`config.mk`:
```
export PLATFORM = sky130hd
export DESIGN_NAME = qenc_dqp_bin_fsm
export DESIGN_NICKNAME = d
export VERILOG_FILES = /design/src/rtl/qenc_dqp_bin_fsm.sv
export SDC_FILE = /design/constraint.sdc
export NUM_CORES = 1
export LEC_CHECK = 0
export CAP_MARGIN = 0
export CORE_ASPECT_RATIO = 1.75
export CORE_MARGIN = 2
export CORE_UTILIZATION = 34
export CTS_CLUSTER_DIAMETER = 200
export DETAILED_ROUTE_END_ITERATION = 6
export GPL_ROUTABILITY_DRIVEN = 0
export PLACE_DENSITY = 0.54
export SLEW_MARGIN = 15
export SYNTH_ARGS = -nofsm -noshare
export SYNTH_HDL_FRONTEND = slang
export SYNTH_SLANG_ARGS = --single-unit
```
`constraint.sdc`:
```
create_clock -name clk -period 2.75 [get_ports clk]
set_input_delay 0.55 -clock clk [delete_from_list [all_inputs] [get_ports clk]]
set_output_delay 0.55 -clock clk [all_outputs]
set_load 0.01 [all_outputs]
```
`src/rtl/qenc_dqp_bin_fsm.sv`:
```
// rtl/qenc_dqp_bin_fsm.sv - delta-QP binarizer (TU prefix + EG0 suffix + sign) feeding the CABAC bin encoder
module qenc_dqp_bin_fsm #(
    parameter logic [9:0] CTX_ADDR_ABS0 = 10'd0,
    parameter logic [9:0] CTX_ADDR_ABS1 = 10'd1
) (
    input  logic       clk,
    input  logic       rst,
    input  logic       dqp_start,
    input  logic       cu_qp_delta_enabled_flag,
    input  logic [6:0] cu_qp_delta_val,
    output logic       busy,
    output logic       bin_vld,
    input  logic       bin_rdy,
    output logic       bin_val,
    output logic       bin_bypass,
    output logic [9:0] bin_ctx_addr,
    output logic       dqp_done_intr
);

    typedef enum logic [2:0] {
        S_IDLE,
        S_ABS_PREFIX,
        S_EG_PREFIX,
        S_EG_SUFFIX,
        S_SIGN,
        S_ENDING
    } state_t;

    state_t     state_q, state_d;
    logic [6:0] abs_q, abs_d;
    logic [6:0] rem_q, rem_d;
    logic       sign_q, sign_d;
    logic [2:0] idx_q, idx_d;
    logic [2:0] k_q, k_d;
    logic       done_q;
    logic [6:0] val_abs;
    logic [6:0] eg_step;
    logic       xfer;

    // -64 maps to 64, which still fits the 7-bit unsigned magnitude
    assign val_abs = cu_qp_delta_val[6] ? (~cu_qp_delta_val + 7'd1) : cu_qp_delta_val;
    assign eg_step = 7'd1 << k_q;
    assign busy          = (state_q != S_IDLE);
    assign dqp_done_intr = done_q;

    // State, captured operands and counters; done is a registered copy of ENDING
    always_ff @(posedge clk or posedge rst) begin
        if (rst) begin
            state_q <= S_IDLE;
            abs_q   <= 7'd0;
            rem_q   <= 7'd0;
            sign_q  <= 1'b0;
            idx_q   <= 3'd0;
            k_q     <= 3'd0;
            done_q  <= 1'b0;
        end else begin
            state_q <= state_d;
            abs_q   <= abs_d;
            rem_q   <= rem_d;
            sign_q  <= sign_d;
            idx_q   <= idx_d;
            k_q     <= k_d;
            done_q  <= (state_q == S_ENDING);
        end
    end

    // Bin fields come from registers only; bin_rdy steers just the next-state terms
    always_comb begin
        state_d      = state_q;
        abs_d        = abs_q;
        rem_d        = rem_q;
        sign_d       = sign_q;
        idx_d        = idx_q;
        k_d          = k_q;
        bin_vld      = 1'b0;
        bin_val      = 1'b0;
        bin_bypass   = 1'b0;
        bin_ctx_addr = 10'd0;
        xfer         = 1'b0;
        case (state_q)
            S_IDLE: begin
                if (dqp_start) begin
                    abs_d   = val_abs;
                    sign_d  = cu_qp_delta_val[6];
                    rem_d   = (val_abs >= 7'd5) ? (val_abs - 7'd5) : 7'd0;
                    idx_d   = 3'd0;
                    k_d     = 3'd0;
                    state_d = cu_qp_delta_enabled_flag ? S_ABS_PREFIX : S_ENDING;
                end
            end
            S_ABS_PREFIX: begin
                bin_vld      = 1'b1;
                bin_val      = ({4'd0, idx_q} < abs_q);
                bin_ctx_addr = (idx_q == 3'd0) ? CTX_ADDR_ABS0 : CTX_ADDR_ABS1;
                xfer         = bin_rdy;
                if (xfer) begin
                    if (!bin_val) begin
                        state_d = (abs_q == 7'd0) ? S_ENDING : S_SIGN;
                    end else if (idx_q == 3'd4) begin
                        state_d = S_EG_PREFIX;
                        k_d     = 3'd0;
                    end else begin
                        idx_d = idx_q + 3'd1;
                    end
                end
            end
            S_EG_PREFIX: begin
                bin_vld    = 1'b1;
                bin_bypass = 1'b1;
                bin_val    = (rem_q >= eg_step);
                xfer       = bin_rdy;
                if (xfer) begin
                    if (bin_val) begin
                        rem_d = rem_q - eg_step;
                        k_d   = k_q + 3'd1;
                    end else begin
                        state_d = (k_q != 3'd0) ? S_EG_SUFFIX : S_SIGN;
                    end
                end
            end
            S_EG_SUFFIX: begin
                bin_vld    = 1'b1;
                bin_bypass = 1'b1;
                bin_val    = rem_q[k_q - 3'd1];
                xfer       = bin_rdy;
                if (xfer) begin
                    k_d = k_q - 3'd1;
                    if (k_q == 3'd1) begin
                        state_d = S_SIGN;
                    end
                end
            end
            S_SIGN: begin
                bin_vld    = 1'b1;
                bin_bypass = 1'b1;
                bin_val    = sign_q;
                xfer       = bin_rdy;
                if (xfer) begin
                    state_d = S_ENDING;
                end
            end
            S_ENDING: begin
                state_d = S_IDLE;
            end
            default: begin
                state_d = S_IDLE;
            end
        endcase
    end

endmodule

```
==> results.py <==
metrics = {
    "status": {
        "status": "finished, violations left",
        "violations": "negative setup slack",
    },
    "clocking": {
        "cts_tree": "built",
        "clk_pin_slew_ns": 0.07,
        "insertion_delay_ns": 0.26,
        "cts_max_path_buffers": 2,
        "cts-buffers-inserted": 3,
        "htreeDepth": 1,
        "postCtsHoldBufs": 0,
        "cts.sink_count": 25,
        "root_buffer": "clkbuf_16",
    },
    "placement": {
        "numPortBuffers": 17,
        "preCtsSetupSlack_ns": -0.425,
        "dp.final_hpwl_um": 5030,
        "placed_cell_area_mm2": 0.00289,
    },
    "timing": {
        "fmax_ghz": 0.341,
        "fin_ws_ns": -0.180,
        "fin_hold_ws_ns": 0.473,
        "rsz0062_at_grt": "yes",
        "period_needed_ns": 2.93,
        "final_max_slew_viol_count": 0,
        "clock_skew_ns": 0.00211,
        "finalCritPeriodShare": 1.07,
        "setup_viol": 1,
        "hold_violations": 0,
    },
    "cells_and_area": {
        "nFillCells": 630,
        "mostFrequentLayoutCells": "buf_4, nand2_1, dfrtp_1, nor2_1, inv_1",
        "regArea_um2": 626,
        "layout_commonest_cell": "buf_4",
        "nets": 368,
        "multi_input_area_mm2": 0.00168,
        "diodes": 0,
        "layout-drive-gt1-share": 0.350,
        "fin_area_mm2": 0.00323,
        "areaGrowthSynthToFinish_pct": 44.5,
    },
    "yosys": {
        "yosysTopAreaCell": "dfrtp_1",
        "synth_ff_type": "dfrtp_1",
        "syn_inst": 254,
        "synth_top_area_frac": 0.280,
        "synth_area_leaders": "dfrtp_1, ha_1, nand2_1, xnor2_1, mux2i_1",
        "synth.distinct_cells": 55,
        "synth_seq_cells": 25,
        "synth_async_sr_flop_share": 1.00,
        "syn_area_per_cell_um2": 8.81,
        "ys.warnings.count": 0,
        "synth_edf_count": 0,
        "ys_seq_area_frac": 0.280,
        "syn_area_mm2": 0.00224,
    },
    "critical_path": {
        "path_delay_family": "compound AO/OA/AOI/OAI gates",
        "startpoint": "k_q[0]$_DFFE_PP0P_",
        "cp.depth": 12,
        "path_class": "flop to primary output",
        "crit_fanout": 3,
        "r2r_start": "k_q[1]$_DFFE_PP0P_",
        "crit_buf_inv": 3,
        "slowest_delay_ns": 0.42,
        "worstPathCellList": "buf_6 > ha_4 > ha_4 > inv_4 > ha_4 > a21o_1 > a21oi_2 > o211ai_1 > o21ai_1 > o221a_2 > o21ai_2 > buf_2",
        "worstPathArrival_ns": 2.38,
        "critPathLaunchType": "flop",
        "crit_slowest_cell": "dfrtp_1",
        "reg2reg_depth": 13,
        "required_ns": 2.20,
        "critPathCaptureType": "primary output",
        "crit_path_frequent_cell": "ha_4",
    },
    "power": {
        "switching_power_mw": 1.60,
        "p_comb_frac": 0.734,
        "power_frac_clock": 0.087,
        "p_leak_nw": 1.43,
        "ir_drop_mv": 0.350,
        "pwr-share-seq": 0.179,
        "p_int_mw": 2.24,
        "swShare": 0.416,
        "powerDensity_mw_per_mm2": 1190,
        "power.total_mw": 3.84,
    },
    "global_routing": {
        "first_global_vias": 2368,
        "grt.total_usage": 0.193,
        "grt_max_degree": 26,
        "antenna_found_initial": 0,
        "grt_pass1_wl_um": 10800,
        "grt_overflow": 0,
    },
    "detailed_routing": {
        "drt_iter0_drc": 82,
        "drc": 0,
        "wire_per_inst_um": 15.1,
        "routed_wl_um": 6270,
        "first_pass_iters": 4,
        "vias": 2124,
        "ant_nets": 0,
        "viasPerCell": 5.11,
    },
    "die": {
        "fp.dieW_um": 65.3,
        "rows": 39,
        "start_util": 0.347,
        "ioPinCount": 27,
        "coreArea_mm2": 0.00644,
        "die_area_mm2": 0.00727,
        "die_h_um": 111,
    },
    "job": {
        "cap_viol_max_count": 0,
    },
    "min_path": {
        "min_path_type": "flop to flop",
        "hold_start": "abs_q[4]$_DFFE_PP0P_",
        "hold_path_depth": 2,
    },
}
[power by group through the flow]
stage	clock (mW)	sequential (mW)	combinational, mW
2_1_floorplan	0	0.629	1.42
3_3_place_gp	0	0.675	2.42
3_5_place_dp	0	0.676	2.43
4_1_cts	0.343	0.687	2.74
5_1_grt	0.358	0.711	3.10
6_report	0.335	0.686	2.82
[routing by layer]
layer  vias to the layer above  global-route usage  wire length, µm
li1                       1038                   -                -
met1                      1005               0.191             2230
met2                        53               0.366             3550
met3                        28              0.0173              131
met4                         0               0.118              367
met5                         -                   0                0
[layout make-up]
class                      count  share of cell area
multi-input combinational    203               0.520
timing repair buffer          83               0.207
sequential                    25               0.194
tap                           82              0.0317
clock buffer                   3              0.0232
inverter                      19              0.0228
clock inverter                 1             0.00155
[kinds of logic (layout without fill, tap and decap cells)]
family	after synthesis	count (layout)	share of synthesized area
compound gates	65	65	0.213
buf+inv	34	106	0.0727
xor+xnor	14	14	0.0548
flops	25	25	0.280
mux	19	19	0.0956
fa+ha+maj	21	21	0.121
simple gates	75	75	0.162
other cells	1	9	0.00168
[synth_stat cells, types with 5 or more instances]
library cell	number
dfrtp_1	25
buf_4	9
nand2_1	32
o22ai_1	7
inv_1	19
a21oi_1	12
nor2_1	16
nor2b_1	6
mux2_2	8
mux2i_1	9
ha_1	20
xnor2_1	11
nand3_1	5
o21ai_0	14
[registers in the layout, indices dropped and copies added (netlist names)]
name,flops
abs_q,7
dqp_done_intr,1
idx_q,3
k_q,3
rem_q,7
sign_q,1
state_q,3
[worst min-delay path, delay by kind of cell (launching register included)]
family | cells | cell delay [ns]
simple gates | 1 | 0.05
compound gates | 1 | 0.06
flops | 1 | 0.34
[worst paths after layout]
check                                          to  slack (ns)
max                                       bin_val       -0.18
min                          abs_q[4]$_DFFE_PP0P_        0.47
max reg2reg                  rem_q[6]$_DFFE_PP0P_        0.13
min reg2reg                  abs_q[4]$_DFFE_PP0P_        0.47
max in group asynchronous  state_q[2]$_DFFE_PP0P_        1.85
min in group asynchronous    idx_q[1]$_DFFE_PP0P_        0.64
[timing repair]
| action | CTS | global route |
|---|---|---|
| setup endpoints to repair | 8 | 7 |
| endpoints found under the hold margin | 0 | 0 |
| gates resized for setup | 38 | 8 |
| pin swaps | 11 | 8 |
| setup buffers | 7 | 1 |
[stage by stage]
step	utilization	setup TNS (ns)	cells
after global placement	0.449	-3.20	405
final	0.502	-0.180	416
after CTS	0.496	-0.179	415
after global routing	0.502	-0.334	416
after detailed placement	0.449	-3.20	405
after floorplan	-	0	262
(Power assumes the default switching activity.)
